### config.mk
export PLATFORM = sky130hd
export DESIGN_NAME = pipe_stage
export DESIGN_NICKNAME = d
export VERILOG_FILES = /design/src/rtl/pipe_stage.sv
export SDC_FILE = /design/constraint.sdc
export NUM_CORES = 1
export LEC_CHECK = 0
export BUFFER_PORTS_ARGS = -buffer_cell sky130_fd_sc_hd__clkbuf_2
export CAP_MARGIN = 0
export CELL_PAD_IN_SITES_DETAIL_PLACEMENT = 0
export CELL_PAD_IN_SITES_GLOBAL_PLACEMENT = 2
export CORE_ASPECT_RATIO = 0.6
export CORE_MARGIN = 1.5
export CORE_UTILIZATION = 38
export CTS_CLUSTER_DIAMETER = 100
export CTS_CLUSTER_SIZE = 40
export DETAILED_ROUTE_END_ITERATION = 8
export PLACE_DENSITY = 0.84
export SYNTH_ARGS = -nofsm -noshare
export SYNTH_HDL_FRONTEND = slang
export SYNTH_SLANG_ARGS = --single-unit
### constraint.sdc
create_clock -name clk -period 12 [get_ports clk]
set_clock_uncertainty 0.15 [all_clocks]
set_input_delay 2.4 -clock clk [delete_from_list [all_inputs] [get_ports clk]]
set_output_delay 2.4 -clock clk [all_outputs]
set_load 0.1 [all_outputs]
### src/rtl/pipe_stage.sv
// pipe_stage: inter-stage pipeline register with valid/ready handshake, flush,
// bubble insertion and an optional skid entry that registers the ready path.
module pipe_stage #(
  parameter int unsigned      WIDTH     = 64,
  parameter logic [WIDTH-1:0] RESET_VAL = '0,
  parameter logic [WIDTH-1:0] KILL_MASK = '1,
  parameter int unsigned      SKID      = 1
) (
  input  logic             clk,
  input  logic             rst,
  input  logic             in_valid,
  output logic             in_ready,
  input  logic [WIDTH-1:0] in_data,
  input  logic             bubble,
  input  logic             flush,
  output logic             out_valid,
  input  logic             out_ready,
  output logic [WIDTH-1:0] out_data,
  output logic [1:0]       occ
);

  logic             m_valid, m_valid_n;
  logic [WIDTH-1:0] m_data, m_data_n;
  logic             s_valid, s_valid_n;
  logic [WIDTH-1:0] s_data, s_data_n;
  logic             ready_c;
  logic             in_fire;
  logic             adv;

  // Masked fields take their reset value so an invalid entry has no side effects.
  function automatic logic [WIDTH-1:0] kill(input logic [WIDTH-1:0] x);
    return (x & ~KILL_MASK) | (RESET_VAL & KILL_MASK);
  endfunction

  // With a skid entry, ready depends only on held state and the stall input.
  always_comb begin
    if (SKID != 0) ready_c = !s_valid && !bubble;
    else           ready_c = (out_ready || !m_valid) && !bubble;
  end

  assign in_ready  = ready_c && !rst;
  assign in_fire   = in_valid && in_ready;
  assign adv       = (m_valid && out_ready) || !m_valid;
  assign out_valid = m_valid;
  assign out_data  = m_data;
  assign occ       = {1'b0, m_valid} + {1'b0, s_valid};

  always_comb begin
    m_valid_n = m_valid;
    m_data_n  = m_data;
    s_valid_n = s_valid;
    s_data_n  = s_data;
    if (flush) begin
      m_valid_n = 1'b0;
      m_data_n  = kill(m_data);
      s_valid_n = 1'b0;
    end else if (SKID != 0) begin
      if (adv) begin
        if (s_valid) begin
          m_valid_n = 1'b1;
          m_data_n  = s_data;
          s_valid_n = in_fire;
          if (in_fire) s_data_n = in_data;
        end else if (in_fire) begin
          m_valid_n = 1'b1;
          m_data_n  = in_data;
        end else begin
          m_valid_n = 1'b0;
          m_data_n  = kill(in_data);
        end
      end else if (in_fire) begin
        s_valid_n = 1'b1;
        s_data_n  = in_data;
      end
    end else if (adv) begin
      m_valid_n = in_fire;
      m_data_n  = in_fire ? in_data : kill(in_data);
    end
  end

  always_ff @(posedge clk or posedge rst) begin
    if (rst) begin
      m_valid <= 1'b0;
      m_data  <= RESET_VAL;
      s_valid <= 1'b0;
      s_data  <= RESET_VAL;
    end else begin
      m_valid <= m_valid_n;
      m_data  <= m_data_n;
      s_valid <= s_valid_n;
      s_data  <= s_data_n;
    end
  end

endmodule

==> results.md, run 1 <==
Timing:
- Setup violations remaining at the end of the flow were counted as 0.
- The final worst setup slack is roughly 6200 ps.
- The post-route fraction of the period consumed by the critical path is between 40% and 50%.
- Subtracting the final worst setup slack from the clock period gives slightly below 6000 ps.
- Measured against its own limit, the worst slew margin works out to around two fifths.
- Hold timing on the final database bottoms out at a slack of 327 ps.
- The max-slew violation count is 0.
- The hold violation total from the final report is 0.
- Summed over all failing endpoints, the final setup total negative slack is 0 ps.
- The peak clock frequency supported by timing is around 0.17 GHz.
- The worst-margin pin slew is ~890 ps.
- Setup repair after global routing left no endpoint under its margin.

Detailed routing:
- The final wirelength is approximately 13,000 µm.
- In the final routed layout, each cell accounts on average for around 17 µm.
- After the first detailed-routing iteration, the DRC count stood at 138.
- The detailed-route DRC error count is 0.
- For this block, the via count after detailed routing is about 3,700.
- Using the TritonRoute via totals, the vias-per-cell ratio works out to around 4.8.
- The remaining number of nets flagged by the antenna check after routing is 0.
- The detailed-routing iteration count for the pre-antenna-repair pass is 4.

Synthesis:
- The area share of the largest cell type after synthesis is 57.3%.
- After synthesis, the cell types taking the most area are sky130_fd_sc_hd__dfrtp_1, sky130_fd_sc_hd__mux2_4, sky130_fd_sc_hd__mux2i_1.
- The sequential element share of the synthesized area is a little under three fifths.
- Summed over all instances, the cell type with the most area after synthesis is sky130_fd_sc_hd__dfrtp_1.
- Of the total synthesized cell area, the portion taken by XOR and XNOR cells is 0%.
- The synthesized netlist devotes 5.95% of its cell area to compound gates.
- Synthesis inferred 130 register bits.
- The mean post-synth cell area is 13.4 µm².
- The number of unique standard cell types used by synthesis is 20.
- The largest family of logic cells by synthesized area is multiplexers.
- Summing the areas of all fa, ha and maj instances in the mapped netlist gives less than 1% of the synthesized area.
- Yosys printed 0 warnings.
- The number of nets produced by synthesis is 496.
- The main flop type after synthesis is sky130_fd_sc_hd__dfrtp_1.
- The post-synthesis instance area is 5680 µm².
- The mux cell area share after synthesis is 27.9%.
- The gate count after technology mapping is between 400 and 500.
- The number of flops mapped to enable cells by yosys is 0.
- Counting flops with an async set or reset pin after synthesis yields a share of 100%.
- After Yosys synthesis, and, or, nand and nor cells account for under 10% of the synthesized area.

Setup path:
- The worst register-to-register path begins at s_valid$_DFFE_PP0P_.
- For the worst setup path, the data required time is ~9500 ps.
- The critical-path maximum fanout is 2.
- STA classifies the critical path endpoint as a primary output.
- The signal on the critical path passes through clkbuf_2 -> nor3_4 -> clkbuf_2.
- Among the stages of the critical path, the cell type that occurs most often is sky130_fd_sc_hd__clkbuf_2.
- For this run, the slowest stage of the critical path takes 500 ps.
- For the worst setup path, the data arrival time is roughly 3200 ps.
- The logic depth of the worst register-to-register path is 4.
- Across all register-to-register paths, the minimum setup slack is 9200 ps.
- The slowest cell on the critical path is sky130_fd_sc_hd__clkbuf_2.
- The type of origin of the critical path is an input port.
- The endpoint of the worst-slack reg-to-reg timing path is s_data[32]$_DFFE_PP0P_.
- The type of the worst setup path is in2out.

Power and ir drop:
- Combinational logic burns between 8 and 9% of the power.
- For this design the ratio of total power to cell area is ~150 nW/µm².
- The clock network is responsible for between 40 and 50% of the overall power.
- Per report_power, the sequential group accounts for 43.5% of the total.
- The net switching fraction of the power is 25.4%.
- The reported net switching power is 271 µW.
- In this run the static leakage power is around 0.0036 µW.
- Across the VDD grid, the largest voltage drop is around 0.000074 V.
- The cell-internal power is 799 µW.

Layout:
- The count of antenna diodes in the layout is 0.
- The multi-input logic area is 2270 µm².
- The layout overhead on the synthesized area is 24.9%.
- The layout cell share with drive strength beyond 1 is 42.7%.
- Summing all flip-flop and latch instances after layout gives approximately 3300 µm².
- The final net count is 630.
- The layout filler cell count is roughly 1,300.

Min path:
- For hold timing, the worst endpoint is out_data[7]$_DFFE_PP0P_.
- The startpoint identified for the worst hold timing path is out_data[7]$_DFFE_PP0P_.
- The worst hold path depth is 2.
- The min-delay analysis places its worst path in the category reg2reg.

Global routing:
- The first-pass GRT wire length is approximately 21,000 µm.
- The global routing usage summed across all routing layers is between 10% and 20%.
- The via count of the first global-routing pass is 4,022.
- The global route total overflow is 0.
- The number of antenna violations at the first check in global routing was 0.
- The largest net degree at the start of global routing is 71.

CTS:
- The number of gates resized after cts is 0.
- The number of buffers created by CTS is 17.
- The longest clock path from root to sink contains 2 buffers.
- The buffers inserted during post-CTS setup optimization is 0.
- The insertion delay of the later-clocked pin in the worst-skew pair is around 400 ps.
- For this design, the CTS-stage hold fixing added 0 buffers.
- The root buffer cell chosen for the clock tree is sky130_fd_sc_hd__clkbuf_16.
- The TritonCTS clock tree is yes.
- Clock-pin slew was measured on the worst setup and hold paths at ~60 ps.
- The number of H-tree branching levels is 4.
- The total number of clock tree sinks is 130.

Place:
- At the end of routability-driven placement, the weighted congestion stood at 0.741.
- The HPWL reported at the end of detailed placement is 7860 µm.
- Prior to clock tree synthesis, the placed netlist has a worst setup slack of 6220 ps.
- The port buffer count is 137.

Die:
- Measured along the y axis, the die boundary spans 97.7 µm.
- The horizontal extent of the die is around 160 µm.
- The initialized floorplan defines 34 standard-cell rows.
- The total I/O pin count is approximately 140.
- The area inside the core boundary is about 15,000 µm².
- The total die area is approximately 16,000 µm².
- Once the floorplan was initialized, standard cells occupied roughly 40% of the core.

Run:
- The tool flagged a number of max-cap violations equal to 0.

Outcome:
- The flow ran to the end, and the final reports show no timing, DRC or antenna violations.
metrics by stage:
step	util, %	cells	power [µW]	instance area, µm²
floorplan	-	425	539	5680
global placement	44.7	738	566	6500
detailed placement	44.7	738	569	6500
CTS	48.7	770	1080	7090
global route	48.7	770	1110	7090
finish	48.7	770	1070	7090
layer usage:
metal	up-vias	wire, µm	track usage, %
li1	1741	-	-
met1	1883	6350	23.8
met2	93	5660	26.4
met3	8	756	5.85
met5	-	0	0
met4	0	83	3.85
placed cells by master (no fill, tap or decap):
cell type	instances
sky130_fd_sc_hd__nor2_1	1
sky130_fd_sc_hd__inv_4	1
sky130_fd_sc_hd__a21oi_1	1
sky130_fd_sc_hd__inv_1	1
sky130_fd_sc_hd__mux2_2	4
sky130_fd_sc_hd__o21ai_0	64
sky130_fd_sc_hd__nand2b_1	1
sky130_fd_sc_hd__clkbuf_16	17
sky130_fd_sc_hd__dfrtp_1	129
sky130_fd_sc_hd__bufinv_16	2
sky130_fd_sc_hd__clkbuf_2	137
sky130_fd_sc_hd__clkinv_4	4
sky130_fd_sc_hd__buf_4	5
sky130_fd_sc_hd__mux2_4	60
sky130_fd_sc_hd__clkbuf_1	1
sky130_fd_sc_hd__clkinv_2	1
sky130_fd_sc_hd__mux2i_1	64
sky130_fd_sc_hd__clkinvlp_4	4
sky130_fd_sc_hd__inv_6	3
sky130_fd_sc_hd__o211ai_4	1
sky130_fd_sc_hd__nor3b_4	1
sky130_fd_sc_hd__nand2_1	64
sky130_fd_sc_hd__ha_1	1
sky130_fd_sc_hd__nor3b_2	1
sky130_fd_sc_hd__nor3_4	1
sky130_fd_sc_hd__nand3_4	1
sky130_fd_sc_hd__nor3_1	1
sky130_fd_sc_hd__dfrtp_4	1
final cells by class:
cell class                      count  area share [%]
Tap cell                          198            3.49
Sequential cell                   130            45.9
Multi-Input combinational cell    266            32.0
Clock buffer                       18            6.05
Inverter                            2           0.141
Timing Repair Buffer              142            10.2
Clock inverter                     14            2.21
critical path: cells and delay by family:
| kind | cells | cell delay (ps) |
|---|---|---|
| buffers and inverters | 2 | 620 |
| AND/OR/NAND/NOR | 1 | 210 |
synth_stat cells (2+ instances only):
master / n
sky130_fd_sc_hd__nand2_1: 64
sky130_fd_sc_hd__buf_6: 7
sky130_fd_sc_hd__mux2_2: 4
sky130_fd_sc_hd__mux2i_1: 64
sky130_fd_sc_hd__dfrtp_1: 130
sky130_fd_sc_hd__o21ai_0: 64
sky130_fd_sc_hd__clkbuf_1: 12
sky130_fd_sc_hd__inv_1: 2
sky130_fd_sc_hd__mux2_4: 60
sky130_fd_sc_hd__buf_2: 7
sky130_fd_sc_hd__nor3b_2: 2
power groups by stage:
stage / combinational (µW) / clock [µW] / sequential (µW)
after floorplan: 39.4 / 0 / 499
after global placement: 93.5 / 0 / 472
after detailed placement: 96.2 / 0 / 473
after CTS: 96.2 / 521 / 466
after global routing: 102 / 542 / 468
final: 94.8 / 509 / 466
worst max path at each step:
stage	from	endpoint	slack (ps)	depth (start not counted)
detailed placement	bubble	in_ready	6220	3
CTS	bubble	in_ready	6220	3
finish	bubble	in_ready	6220	3
floorplan	rst	out_data[0]$_DFFE_PP0P_	5980	1
global route	bubble	in_ready	6180	3
global placement	bubble	in_ready	6230	3
registers in the layout, summed over array words and instances (netlist names):
name	count
out_data	64
s_data	64
out_valid	1
s_valid	1
kinds of logic after synthesis:
family                     after synthesis
buffers and inverters                   29
DFF                                    130
and+or+nand+nor                         71
muxes                                  128
AOI/OAI and AO/OA                       66
adders and majority gates                1
(Power assumes the default switching activity.)
==> run 2, diff against run 1 <==
--- a/config.mk
+++ b/config.mk
@@ -5,17 +5,18 @@
 export SDC_FILE = /design/constraint.sdc
 export NUM_CORES = 1
 export LEC_CHECK = 0
+export ABC_AREA = 1
 export BUFFER_PORTS_ARGS = -buffer_cell sky130_fd_sc_hd__clkbuf_2
 export CAP_MARGIN = 0
 export CELL_PAD_IN_SITES_DETAIL_PLACEMENT = 0
 export CELL_PAD_IN_SITES_GLOBAL_PLACEMENT = 2
 export CORE_ASPECT_RATIO = 0.6
 export CORE_MARGIN = 1.5
-export CORE_UTILIZATION = 38
+export CORE_UTILIZATION = 31
 export CTS_CLUSTER_DIAMETER = 100
 export CTS_CLUSTER_SIZE = 40
 export DETAILED_ROUTE_END_ITERATION = 8
-export PLACE_DENSITY = 0.84
+export PLACE_DENSITY = 0.79
 export SYNTH_ARGS = -nofsm -noshare
 export SYNTH_HDL_FRONTEND = slang
 export SYNTH_SLANG_ARGS = --single-unit
==> constraint.sdc (replaced) <==
create_clock -name clk -period 5.65 [get_ports clk]
set_clock_uncertainty 0.15 [all_clocks]
set_input_delay 1.13 -clock clk [delete_from_list [all_inputs] [get_ports clk]]
set_output_delay 1.13 -clock clk [all_outputs]
set_load 0.1 [all_outputs]
==> run 2 against run 1 <==
  * Synthesized cell count grew 84%
  * Clock power increased by 120%
  * Combinational power increased to 3.4 times the previous value
  * Design area grew 9.1%
  * Via count rose by 45%
  * Area after synthesis increased by 11%
  * Sequential share of layout area down 3.9 points
  * Register-to-register slack worse by 7100 ps
  * Largest cell class unchanged
==> results.md, run 2 <==
Synthesis:
- The area share of the largest cell type after synthesis is 51.6%.
- For this run, the number of Yosys warnings is 0.
- The average instance in the mapped netlist occupies roughly 8.0 µm².
- When the netlist entered floorplanning its net count stood at 855.
- The gate count after technology mapping is 784.
- The register bit count reported by yosys is between 100 and 150.
- The main flop type after synthesis is sky130_fd_sc_hd__dfrtp_1.
- In this run the cell area of the synthesized design comes to 6300 µm².
- The most used standard cell by instance count after synthesis is sky130_fd_sc_hd__nand2_1.
- Of all flip-flops after synthesis, the portion carrying an async set or reset was 100%.
- Yosys mapped the design onto 20 distinct sky130hd cell types.
- The sequential element share of the synthesized area is between 50% and 60%.
- The cell taking the most area after synthesis is sky130_fd_sc_hd__dfrtp_1.
- Yosys attributes the largest share of cell area to sky130_fd_sc_hd__dfrtp_1, sky130_fd_sc_hd__nand2_1, sky130_fd_sc_hd__nand3_1.
- Counting instances in the post-synthesis netlist gives the leading cell types as sky130_fd_sc_hd__nand2_1, sky130_fd_sc_hd__dfrtp_1, sky130_fd_sc_hd__nand3_1, sky130_fd_sc_hd__inv_1, sky130_fd_sc_hd__o21bai_1.
- Counting flops with a built-in enable in the synthesized netlist gives 0.

Place:
- The port buffer count is 137.
- At the end of routability-driven placement, the weighted congestion stood at roughly 0.73.
- The total placed cells including tap cells is roughly 1,100.
- The HPWL reported at the end of detailed placement is between 10,000 and 15,000 µm.
- Once placement finished, the instance area stood at between 7000 and 8000 µm².

Global routing:
- The first global-routing pass estimated between 20,000 and 30,000 µm of wire.
- The largest net degree at the start of global routing is 99.
- The global route total overflow is 0.
- The number of antenna violations at the first check in global routing is 0.
- The via count of the first global-routing pass is 5,224.
- In the global route stage, overall resource usage came out at approximately 18%.

Setup path:
- The category of the worst setup path capture point is a primary output.
- The signal on the critical path passes through buf_4 -> ha_1 -> clkbuf_2.
- For this run, the slowest stage of the critical path takes 710 ps.
- Among all stages on the critical path, the largest delay is contributed by sky130_fd_sc_hd__dfrtp_2.
- The arrival time of the worst setup path is approximately 2400 ps.
- Data on the critical path is required at its endpoint by 4370 ps.
- Grouping stages by cell kind, the critical path spends the most delay in buffers and inverters.
- Along the worst path, the maximum fanout reaches 46.
- The number of buffer and inverter instances along the worst setup path is 2.
- The setup path with the least slack is of type reg2out.
- The type of origin of the critical path is a register.

Timing:
- The worst-margin pin slew is between 1000 and 1500 ps.
- The final critical path takes up about 65% of the cycle.
- The max-slew violation count is 0.
- Adding up every negative setup slack in the final design gives 0 ps.
- The number of setup violations in the final report is 0.
- Setup repair after global routing left no endpoint under its margin.
- The post-route minimum period is ~3600 ps.
- The peak clock frequency supported by timing is approximately 0.27 GHz.
- The hold violation total from the final report was 0.
- The headroom to the max-slew limit is 21.9%.

Power and ir drop:
- Overall power consumption after layout is estimated at ~2500 µW.
- The reported leakage power is between 0.004 and 0.005 µW.
- Sequential cells account for between 40% and 50% of the total power.
- Combinational logic burns a little over an eighth of the power.
- The reported net switching power is 642 µW.
- Internal power comes to 1820 µW.
- The cell area power density is between 300 and 400 nW/µm².
- VDD sags by at most between 0.00015 and 0.0002 V.
- The clock network is responsible for approximately 45% of the overall power.
- The net switching fraction of the power is around a quarter.

CTS:
- The maximum root-to-sink buffer count is 2.
- TritonCTS built the clock tree.
- CTS placed an instance of sky130_fd_sc_hd__clkbuf_16 at the clock tree root.
- The buffers inserted during post-CTS setup optimization is 0.
- The clock reaches the later pin of the worst-skew pair after ~420 ps.
- The clock-pin slew of the registers on the worst-case setup and hold paths is ~50 ps.
- The total number of clock tree sinks is 130.
- After clock tree synthesis, the flow added hold-fix buffers numbering 0.
- In this run, post-CTS repair resized a total of 0 instances.
- In this run, CTS created clock tree buffers numbering 17.
- The number of H-tree branching levels is 4.

Detailed routing:
- The detailed-routing iteration count for the pre-antenna-repair pass is 5.
- The detailed-route DRC error count is 0.
- The remaining number of nets flagged by the antenna check after routing is 0.
- After detailed routing, the average wire length per cell comes to 15.4 µm.
- The routed layout has between 5,000 and 6,000 vias.
- After the first detailed-routing iteration, the DRC count stood at slightly above 300.
- After detailed routing, the number of vias per cell comes to between 4 and 5.
- Wires add up to between 15,000 and 20,000 µm.

Layout:
- After the flow finishes, the layout carries non-filler instances totaling ~1,200.
- The leading cell type in the layout, fill and taps excluded is sky130_fd_sc_hd__nand2_1.
- The layout filler cell count is 2,095.
- The multi-input logic area is 2510 µm².
- The repair_antennas step left the layout with diodes totalling 0.
- The layout overhead on the synthesized area is 22.7%.
- The finished cells cover around 7700 µm².
- The net count of the finished layout is 963.
- The library cells used most frequently in the layout, excluding fill and tap cells, are sky130_fd_sc_hd__nand2_1, sky130_fd_sc_hd__clkbuf_2, sky130_fd_sc_hd__dfrtp_1, sky130_fd_sc_hd__nand3_1, sky130_fd_sc_hd__inv_1.
- Across the whole layout, storage elements account for 3250 µm².
- The layout cell share with drive strength beyond 1 is roughly 20%.

Run:
- Across the run, the number of max-cap violations was 0.

Die:
- The total die area is between 20,000 and 25,000 µm².
- The total I/O pin count is 138.
- The die is roughly 110 µm tall.
- The initialized floorplan defines 40 standard-cell rows.
- For this configuration, the core starts out at a cell density of around a third.
- The area inside the core boundary is ~20,000 µm².
- The die is around 190 µm wide.

Outcome:
- The run finished with clean final reports.

Min path:
- The worst hold path belongs to the class reg2reg.
-- run 2: cell types whose count changed in the layout (fill, tap and decap cells not counted), sizes merged, moves of 38 or more --
cell,change
a21oi,+38
inv,+66
mux2,-64
mux2i,-64
nand2,+160
nand3,+128
nor2,+38
o21bai,+64
-- run 2: per-stage QoR --
stage | setup slack, ps | hold slack (ps) | utilization [%]
final | 2000 | 324 | 38.7
after global placement | 2000 | 315 | 35.8
after detailed placement | 2000 | 316 | 35.8
after global routing | 1840 | 344 | 38.7
after floorplan | 901 | 399 | -
after CTS | 1960 | 330 | 38.7
-- run 2: kinds of logic after synthesis --
| group | count (synthesis) | share of synthesized area (%) |
|---|---|---|
| and+or+nand+nor | 392 | 26.1 |
| adders and majority gates | 1 | 0.198 |
| AOI/OAI and AO/OA | 132 | 13.2 |
| buffers and inverters | 129 | 8.95 |
| DFF | 130 | 51.6 |
-- run 2: cell type report --
class | count | area share (%)
clock inverters | 4 | 0.906
inverters | 71 | 3.51
multi-input cells | 525 | 32.5
repair buffers | 147 | 9.84
well taps | 273 | 4.42
flip-flops and latches | 130 | 42.1
clock buffers | 27 | 6.76
-- run 2: per-layer routing --
metal,wire (µm),global-route usage [%]
met1,9520,27.0
met2,7490,25.5
met3,989,4.43
met4,91,3.98
met5,0,0
-- run 2: power groups by stage --
stage                     sequential [µW]  clock [µW]  combinational (µW)
final                                1020        1110                 323
after global routing                 1030        1190                 365
after CTS                            1030        1140                 328
after detailed placement             1040           0                 326
after global placement               1040           0                 327
after floorplan                      1100           0                 175
-- run 2: path summary, 6_finish.rpt --
path	start	slack, ps	to	cells after the start
max	s_valid$_DFFE_PP0P_	2000	occ[0]	3
min	out_data[41]$_DFFE_PP0P_	320	out_data[41]$_DFFE_PP0P_	2
max reg2reg	s_valid$_DFFE_PP0P_	2130	out_data[17]$_DFFE_PP0P_	7
min reg2reg	out_data[41]$_DFFE_PP0P_	320	out_data[41]$_DFFE_PP0P_	2
max in group asynchronous	rst	3490	s_data[26]$_DFFE_PP0P_	3
min in group asynchronous	rst	740	out_data[33]$_DFFE_PP0P_	2
-- run 2: worst min-delay path: stages, from the launching register on --
cell,delay [ps]
sky130_fd_sc_hd__dfrtp_1,330
sky130_fd_sc_hd__nand2_1,50
sky130_fd_sc_hd__nand2_1,60
